## src/rtl/pipe1_id.sv

```systemverilog
// pipe1_id: decode stage (PIPE1) sitting between fetch (PIPE0) and execute (PIPE2).
// It holds one instruction in a valid/allow pipeline register and reads the
// register file. It stalls on RAW hazards against the EX stage, and it resolves
// branches and jumps back to fetch.
// Optional build macro: PIPE1_EX_FWD_EN. It adds the ex_wdata input and forwards
// results from EX instructions that are not loads. Only EX loads then cause a stall.
//
// Handshake (valid/allow): a transfer between two stages happens on a rising
// edge when the producer's valid and the consumer's allow are both high. The
// producer must keep its payload stable while valid is high and allow is low.
// valid never depends combinationally on the allow it is paired with.
module pipe1_id #(
    parameter logic [31:0] RST_PC = 32'hbfc00000
) (
    input  logic         clk,
    input  logic         resetn,
    input  logic         pipe1_valid_in,
    input  logic [32:0]  pipe1_ctrl_info_in,
    input  logic [31:0]  pipe1_data_info_in,
    output logic         pipe1_allow_in,
    output logic         pipe1_valid_out,
    input  logic         pipe1_allow_out,
    output logic [33:0]  pipe1_ctrl_info_out,
    output logic [95:0]  pipe1_data_info_out,
    output logic [4:0]   rs_addr,
    output logic [4:0]   rt_addr,
    input  logic [31:0]  rs_data,
    input  logic [31:0]  rt_data,
    input  logic         ex_valid,
    input  logic [4:0]   ex_dest,
    input  logic         ex_is_load,
    input  logic         ex_taken,
`ifdef PIPE1_EX_FWD_EN
    input  logic [31:0]  ex_wdata,
`endif
    output logic         br_taken,
    output logic [31:0]  branch_imm,
    output logic         j_taken,
    output logic [25:0]  j_imm,
    output logic         jr_taken,
    output logic [31:0]  jr_addr
);

    // Stage register
    logic        valid_r;
    logic [31:0] pc_r;
    logic [31:0] inst_r;
    logic        adel_r;

    // Decode results
    logic [5:0]  op;
    logic [5:0]  funct;
    logic        known;
    logic        use_rs_d;
    logic        use_rt_d;
    logic        is_beq;
    logic        is_bne;
    logic        is_blez;
    logic        is_bgtz;
    logic        is_regimm_br;
    logic        is_j;
    logic        is_jr;

    // Hazard / operand signals
    logic        use_rs;
    logic        use_rt;
    logic        hit_rs;
    logic        hit_rt;
    logic        hit;
    logic        stall_cond;
    logic        rdy_go;
    logic [31:0] rs_value;
    logic [31:0] rt_value;

    // Control-flow signals
    logic        is_branch;
    logic        br_cond;
    logic        fire;

    assign op      = inst_r[31:26];
    assign funct   = inst_r[5:0];
    assign rs_addr = inst_r[25:21];
    assign rt_addr = inst_r[20:16];

    // Pipeline register. A flush clears valid and wins over a simultaneous accept.
    always_ff @(posedge clk or negedge resetn) begin
        if (!resetn) begin
            valid_r <= 1'b0;
            pc_r    <= RST_PC;
            inst_r  <= 32'h0;
            adel_r  <= 1'b0;
        end else begin
            if (ex_taken) begin
                valid_r <= 1'b0;
            end else if (pipe1_allow_in) begin
                valid_r <= pipe1_valid_in;
            end
            if (pipe1_valid_in && pipe1_allow_in && !ex_taken) begin
                pc_r   <= pipe1_ctrl_info_in[31:0];
                adel_r <= pipe1_ctrl_info_in[32];
                inst_r <= pipe1_data_info_in;
            end
        end
    end

    // Decode the supported MIPS-I subset and the operand usage of each instruction.
    always_comb begin
        known        = 1'b0;
        use_rs_d     = 1'b0;
        use_rt_d     = 1'b0;
        is_beq       = 1'b0;
        is_bne       = 1'b0;
        is_blez      = 1'b0;
        is_bgtz      = 1'b0;
        is_regimm_br = 1'b0;
        is_j         = 1'b0;
        is_jr        = 1'b0;
        case (op)
            6'h00: begin
                use_rs_d = 1'b1;
                use_rt_d = 1'b1;
                case (funct)
                    6'h00, 6'h02, 6'h03, 6'h04, 6'h06, 6'h07,
                    6'h0c, 6'h0d, 6'h10, 6'h11, 6'h12, 6'h13,
                    6'h18, 6'h19, 6'h1a, 6'h1b,
                    6'h20, 6'h21, 6'h22, 6'h23, 6'h24, 6'h25,
                    6'h26, 6'h27, 6'h2a, 6'h2b: known = 1'b1;
                    6'h08, 6'h09: begin
                        known = 1'b1;
                        is_jr = 1'b1;
                    end
                    default: known = 1'b0;
                endcase
            end
            6'h01: begin
                use_rs_d = 1'b1;
                if (inst_r[20:16] == 5'h00 || inst_r[20:16] == 5'h01 ||
                    inst_r[20:16] == 5'h10 || inst_r[20:16] == 5'h11) begin
                    known        = 1'b1;
                    is_regimm_br = 1'b1;
                end
            end
            6'h02, 6'h03: begin
                known = 1'b1;
                is_j  = 1'b1;
            end
            6'h04: begin
                known = 1'b1; is_beq = 1'b1; use_rs_d = 1'b1; use_rt_d = 1'b1;
            end
            6'h05: begin
                known = 1'b1; is_bne = 1'b1; use_rs_d = 1'b1; use_rt_d = 1'b1;
            end
            6'h06: begin
                known = 1'b1; is_blez = 1'b1; use_rs_d = 1'b1;
            end
            6'h07: begin
                known = 1'b1; is_bgtz = 1'b1; use_rs_d = 1'b1;
            end
            6'h08, 6'h09, 6'h0a, 6'h0b, 6'h0c, 6'h0d, 6'h0e: begin
                known    = 1'b1;
                use_rs_d = 1'b1;
            end
            6'h0f: known = 1'b1;
            6'h10: known = (inst_r[25:21] == 5'h00) || (inst_r[25:21] == 5'h04) ||
                           (inst_r == 32'h42000018);
            6'h20, 6'h21, 6'h22, 6'h23, 6'h24, 6'h25, 6'h26: begin
                known    = 1'b1;
                use_rs_d = 1'b1;
            end
            6'h28, 6'h29, 6'h2a, 6'h2b, 6'h2e: begin
                known    = 1'b1;
                use_rs_d = 1'b1;
                use_rt_d = 1'b1;
            end
            default: known = 1'b0;
        endcase
    end

    // A fetch address error turns the instruction into a NOP for hazards and control flow.
    assign use_rs = use_rs_d & ~adel_r;
    assign use_rt = use_rt_d & ~adel_r;

    assign hit_rs = ex_valid & (ex_dest != 5'd0) & use_rs & (ex_dest == rs_addr);
    assign hit_rt = ex_valid & (ex_dest != 5'd0) & use_rt & (ex_dest == rt_addr);
    assign hit    = hit_rs | hit_rt;

`ifdef PIPE1_EX_FWD_EN
    // Only a load result is unavailable in EX. Other results are forwarded.
    assign stall_cond = ex_is_load;
    assign rs_value   = (hit_rs && !ex_is_load) ? ex_wdata : rs_data;
    assign rt_value   = (hit_rt && !ex_is_load) ? ex_wdata : rt_data;
`else
    logic unused_ex_is_load;
    assign unused_ex_is_load = ex_is_load;
    assign stall_cond = 1'b1;
    assign rs_value   = rs_data;
    assign rt_value   = rt_data;
`endif

    assign rdy_go          = ~(hit & stall_cond);
    assign pipe1_valid_out = valid_r & rdy_go;
    assign pipe1_allow_in  = ~valid_r | (rdy_go & pipe1_allow_out);

    // Evaluate the branch condition on the resolved operand values.
    always_comb begin
        br_cond = 1'b0;
        if (is_beq) begin
            br_cond = (rs_value == rt_value);
        end else if (is_bne) begin
            br_cond = (rs_value != rt_value);
        end else if (is_blez) begin
            br_cond = rs_value[31] | (rs_value == 32'h0);
        end else if (is_bgtz) begin
            br_cond = ~rs_value[31] & (rs_value != 32'h0);
        end else if (is_regimm_br) begin
            // rt[0] set selects bgez/bgezal, clear selects bltz/bltzal.
            br_cond = inst_r[16] ? ~rs_value[31] : rs_value[31];
        end
    end

    assign is_branch = is_beq | is_bne | is_blez | is_bgtz | is_regimm_br;

    // Redirects fire only in the single cycle the instruction leaves the stage.
    assign fire     = valid_r & rdy_go & pipe1_allow_out & ~ex_taken & ~adel_r;
    assign br_taken = fire & is_branch & br_cond;
    assign j_taken  = fire & is_j;
    assign jr_taken = fire & is_jr;

    assign branch_imm = {{14{inst_r[15]}}, inst_r[15:0], 2'b00};
    assign j_imm      = inst_r[25:0];
    assign jr_addr    = rs_value;

    assign pipe1_ctrl_info_out = {~known, adel_r, pc_r};
    assign pipe1_data_info_out = {inst_r, rs_value, rt_value};

endmodule

```

## config.mk

```make
export PLATFORM = sky130hd
export DESIGN_NAME = pipe1_id
export DESIGN_NICKNAME = d
export VERILOG_FILES = /design/src/rtl/pipe1_id.sv
export SDC_FILE = /design/constraint.sdc
export NUM_CORES = 1
export LEC_CHECK = 0
export BUFFER_PORTS_ARGS = -buffer_cell sky130_fd_sc_hd__buf_2
export CORE_AREA = 4 4 143 145
export CTS_CLUSTER_DIAMETER = 120
export DETAILED_ROUTE_END_ITERATION = 16
export DIE_AREA = 0 0 147 149
export SLEW_MARGIN = 20
export SYNTH_ARGS = -nofsm -noshare
export SYNTH_HDL_FRONTEND = slang
export SYNTH_SLANG_ARGS = --single-unit
```

## constraint.sdc

```tcl
create_clock -name clk -period 2.4 [get_ports clk]
set_input_delay 0.48 -clock clk [delete_from_list [all_inputs] [get_ports clk]]
set_output_delay 0.48 -clock clk [all_outputs]
set_load 0.02 [all_outputs]
```

### Yosys cells after proc, flatten, opt, wreduce, memory -nomap -nowiden

Cells that the tools add are included.

| storage, ports and cells | value |
|---|---|
| word-level logic and storage cells | 141 |
| input port bits | 141 |
| output and inout port bits | 235 |
| register bits | 66 |

| operators by class | value |
|---|---|
| mux-type cells | 21 |
| bitwise gates (word level) | 30 |
| reduce and logical (&&, ||, !) cells | 22 |
| equal/unequal tests | 64 |

Operators by type and width:

| operator | count |
|---|---|
| == test 6 bit (second input constant) | 22 |
| == test 6 x 4 -> 1 bit (second input constant) | 12 |
| == test 6 x 5 -> 1 bit (second input constant) | 9 |
| == test 6 x 3 -> 1 bit (second input constant) | 7 |
| == test 32 x 31 -> 1 bit (second input constant) | 1 |
| == test 32 bit | 1 |
| zero test 32 bit | 1 |
| != test 32 bit | 1 |
| nonzero test 32 bit | 1 |
| OR reduction 28 bit | 1 |
| OR reduction 26 bit | 1 |
| OR reduction 25 bit | 1 |
| == test 6 x 2 -> 1 bit (second input constant) | 4 |
| two-way mux 1 bit | 20 |
| bitwise AND 1 bit | 17 |
| zero test 6 bit | 2 |
| == test 5 bit | 2 |
| == test 5 bit (second input constant) | 2 |
| zero test 5 bit | 2 |
| OR reduction 8 bit | 1 |
| bitwise OR 1 bit | 7 |
| == test 6 x 1 -> 1 bit (second input constant) | 1 |
| NOT 1 bit | 6 |
| == test 5 x 1 -> 1 bit (second input constant) | 1 |
| other kinds (8) | 14 |

### Logic depth before layout (Yosys ltp)

| depth | value |
|---|---|
| depth after elaboration | 14 |
| mapped depth | 9 |
| mapped depth without buffers | 6 |

### Worst setup path before layout

No wires, ideal clock.

| path | value |
|---|---|
| path type | reg2out |
| start point | register inst_r[31] |
| end point | output j_taken |
| cell stages (with the launch flop) | 8 |
| path buffers | 1 |
| arrival time | 2.434 ns |
| setup slack | -0.514 ns |
| data required time | 1.920 ns |
| cells stage by stage | dfrtp_1 -> buf_2 -> and4b_1 -> nor4_1 -> nand4_2 -> o211ai_4 -> or4b_1 -> nor4b_1 |

| between the ends | value |
|---|---|
| cells in the longest elaborated chain, start to end | 13 |
| elaborated cells between the ends (all ways) | 46 |
| classes of those cells | eq/ne (26); mux (3); bitwise (13); reduce/logical (4) |

RTL lines:

| what | line | text |
|---|---|---|
| start: declaration | 47 | `logic [31:0] inst_r;` |
| start signal: assignment | 101 | `inst_r <= pipe1_data_info_in;` |
| == test 6 x 1 -> 1 bit (tied with other cells) | 118 | `case (op)` |
| OR reduction 25 bit (no source line) / OR reduction 8 bit (equally long branches) | n/a |  |
| two-way mux 1 bit | 118 |  |
| bitwise AND 1 bit, on equally long branches | 180, 181 |  |
| bitwise AND 1 bit, on equally long branches (2 in a row) | 183, 184 |  |
| bitwise OR 1 bit | 185 | `assign hit = hit_rs \| hit_rt;` |
| NOT 1 bit | 200 | `assign rdy_go = ~(hit & stall_cond);` |
| bitwise AND 1 bit (4 in a row) | 224 | `assign fire = valid_r & rdy_go & pipe1_allow_out & ~ex_taken & ~adel_r;` |
| bitwise AND 1 bit * | 226 | `assign j_taken = fire & is_j;` |
| end: declaration | 38 | `output logic j_taken,` |

Mark *: on every way between the ends. The rest lies on a longest branch, timed or not.

### Worst setup path after layout

| path | value |
|---|---|
| start point | register inst_r[31] |
| end point | output br_taken |

| between the ends | value |
|---|---|
| cells in the longest elaborated chain, start to end | 14 |
| elaborated cells between the ends (all ways) | 57 |
| classes of those cells | eq/ne (24); mux (12); bitwise (18); reduce/logical (3) |

RTL lines:

| what | line | text |
|---|---|---|
| == test 6 x 1 -> 1 bit (tied with other cells) | 118 |  |
| OR reduction 25 bit (no source line) / OR reduction 8 bit (equally long branches) | n/a |  |
| two-way mux 1 bit | 118 |  |
| bitwise AND 1 bit, on equally long branches | 180, 181 |  |
| bitwise AND 1 bit, on equally long branches (2 in a row) | 183, 184 |  |
| bitwise OR 1 bit | 185 |  |
| NOT 1 bit | 200 |  |
| bitwise AND 1 bit (4 in a row) | 224 |  |
| bitwise AND 1 bit | 225 | `assign br_taken = fire & is_branch & br_cond;` |
| bitwise AND 1 bit * | 225 |  |
| end: declaration | 36 | `output logic br_taken,` |

Marks and branches as above.

==> results.md <==
- Row generation in the floorplan step produced 51 rows.
- The number of buffers inserted by hold repair at cts is 0.
- By count the netlist is led by sky130_fd_sc_hd__buf_4, sky130_fd_sc_hd__dfrtp_1, sky130_fd_sc_hd__mux2_4.
- The fraction of final layout cells with drive strength greater than 1 is 77.79%.
- In the post-synthesis netlist, the cell with the most instances is sky130_fd_sc_hd__buf_4.
- The die is 149 µm tall.
- Counting every instance in the synthesized netlist gives 446.
- Yosys mapped a number of flops with a built-in enable equal to 0.
- The synthesized netlist contains 44 unique library cells.
- The hold violation total from the final report is 0.
- The effective utilization at floorplan is 25.64%.
- The largest individual stage delay along the critical path comes from the cell sky130_fd_sc_hd__or4b_4.
- Data on the critical path is required at its endpoint by 1.92 ns.
- The routed design has 18.24 mm of wire.
- For the worst setup path, the data arrival time is 2.33 ns.
- Subtracting the final worst setup slack from the clock period gives 2.805 ns.
- Setup violations remaining at the end of the flow were counted as 5.
- The instance area after placement is 6625 µm².
- The post-route DRC violation count is 0.
- The length of the first detailed-routing pass in iterations is 4.
- The upper clock frequency limit is 356.5 MHz.
- Counting along the longest clock path gives a buffer depth of 2.
- Entering global routing, the biggest net connects 67 pins.
- The largest fanout on the critical path is 8.
- The initial antenna violation count is 2.
- Detailed placement finished with a half-perimeter wire length of 15.46 mm.
- The average via count per standard cell is 4.162.
- The checks that failed: negative setup slack.
- Measured against its own limit, the worst slew margin works out to 63.18%.
- The fraction of the cycle the final worst path needs is 116.9%.
- With fillers left out, the area of the finished cells amounts to 7088 µm².
- TritonCTS created 9 clock buffers.
- Traced cell by cell, the critical path runs through and4b_1 > nor4_1 > nand4_2 > o211ai_4 > or4b_4 > a2111oi_4 > buf_4.
- The worst path setup slack after routing is -0.4053 ns.
- The H-tree depth reported by CTS is 3.
- After the last flow step, the layout net total stands at 897.
- The I/O pin count is 376.
- During synthesis, Yosys emitted a total of 0 warnings.
- Once detail routing completed, the nets flagged for antenna violations numbered 0.
- Clock tree synthesis selected as its root buffer the cell sky130_fd_sc_hd__clkbuf_16.
- At the pin with the least slew margin, the transition time is 0.5452 ns.
- The die outline area is 21900 µm².
- The clock-pin slew on the worst setup and hold paths is 0.06 ns.
- The summed instance area of the synthesized netlist is 4925 µm².
- The largest area contributor in the netlist is sky130_fd_sc_hd__dfrtp_1.
- The critical path is of the reg -> out type.
- The first-pass GRT wire length is 26.18 mm.
- In this run the worst hold path is classified as in -> async.
- The share of flip-flops with an asynchronous set or reset is 100.0%.
- On the final layout, the worst clock skew is 0.009397 ns.
- Counting both buffers and inverters, the worst setup path holds a total of 1.
- STA classifies the critical path endpoint as an output pin.
- The overall routing resource usage is 15.64%.
- Port buffering added 372 buffers.
- Setup repair after global routing could not meet its margin everywhere.
- The final-layout setup total negative slack is -1.528 ns.
- The width of the die is 147 µm.
- The leakage component of the power is 3.718 nW.
- The final estimated routing congestion in global placement is 0.8020.
- At the later pin of the worst-skew pair, clock insertion delay measures 0.33 ns.
- TritonCTS built the clock tree.
- After synthesis, the largest area contributor takes up 28.96% of total cell area.
- The total overflow left after global routing is 0.
- The most used flip-flop cell after synthesis is sky130_fd_sc_hd__dfrtp_1.
- VDD sags by at most 0.3833 mV.
- The dominant delay contributor by cell family on the critical path is simple AND/OR/NAND/NOR gates.
- The starting DRC count in detailed routing is 68.
- Counting every sink on the clock net gives 66.
- The share of the yosys chip area belonging to registers is 33.77%.
- The total vias in the final route is 4274.
- The worst setup path is launched from a register.
- Compared with the post-synthesis result, the final layout area differs by 43.93%.
- The count of pins over their slew limit is 0.
- On the worst path, the slowest cell contributes a delay of 0.58 ns.
- The core footprint is 19210 µm².
- Yosys attributes the largest share of cell area to sky130_fd_sc_hd__dfrtp_1, sky130_fd_sc_hd__buf_4, sky130_fd_sc_hd__mux2_4.
- Max-cap violations in this run came to 0.
- The average instance area after synthesis is 11.04 µm².
- The flow ran to the end, but the final reports show violations.
- The synthesized design contains 66 register bits.
- The via count of the first global-routing pass is 4465.
- The per-cell routed wire length is 17.76 µm.
- The power density relative to cell area is 743.2 nW/µm².
==> cell type report <==
cell class	count	area [µm²]
fillers	1904	12120
repair buffers	476	2701
multi-input cells	202	2034
flip-flops and latches	66	1670
well taps	265	331.6
clock buffers	10	229.0
clock inverters	6	115.1
inverters	1	3.754
diodes	1	2.502
==> per-layer routing <==
layer  wire [µm]  track usage (%)  vias to the layer above
met1        6475            15.91                     2026
met2       10010            31.21                      248
met3        1478            4.132                       16
met5          11                0                        -
met4         273            4.334                        2
li1            -                -                     1982
==> layout by cell type, fill, tap and decap left out, types with 4 or more instances in the layout <==
cell type,n
sky130_fd_sc_hd__xnor2_1,6
sky130_fd_sc_hd__xor2_1,38
sky130_fd_sc_hd__mux2_2,15
sky130_fd_sc_hd__clkbuf_16,9
sky130_fd_sc_hd__o21ai_0,4
sky130_fd_sc_hd__buf_4,102
sky130_fd_sc_hd__dfrtp_2,6
sky130_fd_sc_hd__dfstp_2,9
sky130_fd_sc_hd__nor2_1,11
sky130_fd_sc_hd__nand4_1,7
sky130_fd_sc_hd__mux2_4,50
sky130_fd_sc_hd__buf_2,368
sky130_fd_sc_hd__a21oi_1,5
sky130_fd_sc_hd__dfrtp_1,51
sky130_fd_sc_hd__nor4_1,16
==> logic make-up (layout without fill, tap and decap cells) <==
| family | Yosys count | in the layout | synth area share (%) |
|---|---|---|---|
| flops | 66 | 66 | 33.77 |
| xor+xnor | 44 | 44 | 7.825 |
| compound gates | 25 | 25 | 3.913 |
| other cells | 1 | 3 | 0.07615 |
| simple gates | 66 | 66 | 8.232 |
| mux | 65 | 65 | 18.67 |
| buf+inv | 179 | 493 | 27.52 |
==> worst reg2reg max path, stage by stage (launching register included) <==
cell and delay [ns]:
sky130_fd_sc_hd__dfrtp_2 0.47, sky130_fd_sc_hd__a2111oi_1 0.44, sky130_fd_sc_hd__buf_4 0.19, sky130_fd_sc_hd__o21ai_4 0.06
sky130_fd_sc_hd__o211ai_4 0.18, sky130_fd_sc_hd__buf_4 0.16, sky130_fd_sc_hd__a21oi_4 0.11, sky130_fd_sc_hd__buf_4 0.23
sky130_fd_sc_hd__mux2_4 0.31
==> worst paths after layout <==
kind | end | cells after the start | from | slack (ns)
max | br_taken | 7 | inst_r[31] | -0.41
min | inst_r[13] | 2 | resetn | 0.16
max reg2reg | pc_r[10] | 8 | inst_r[29] | 0.14
min reg2reg | pc_r[2] | 1 | pc_r[2] | 0.51
max in group asynchronous | pc_r[23] | 2 | resetn | 1.90
min in group clk | valid_r | 2 | ex_taken | 0.36
==> registers in the layout, indices dropped and copies added, names as in the netlist <==
signal	count
valid_r	1
pc_r	32
inst_r	32
adel_r	1
==> report_power, final <==
group / leakage (nW) / internal (W) / switching (W)
clock: 0.163 / 0.00102 / 0.000506
sequential: 0.760 / 0.00133 / 0.000171
combinational: 2.80 / 0.000963 / 0.00128
total: 3.72 / 0.00331 / 0.00196
==> what timing repair did <==
| action | in CTS | in global routing |
|---|---|---|
| gates resized for setup | 17 | 4 |
| pin swaps | 5 | 4 |
| setup buffers | 4 | 0 |
| endpoints found under the setup margin | 6 | 6 |
==> through the flow <==
stage                     cells  utilization (%)  power [W]  setup WS [ns]  hold WS, ns
after detailed placement   1006            34.49   0.003747        -0.5246       0.4887
after global routing       1027            36.90   0.005546        -0.4945       0.1769
after CTS                  1026            36.79   0.005346        -0.4533       0.1741
after floorplan             447                -   0.003100        -0.1004       0.1844
final                      1027            36.90   0.005268        -0.4053       0.1580
after global placement     1006            34.49   0.003735        -0.5071       0.4889
No activity file was read; power rests on OpenSTA's default activity.
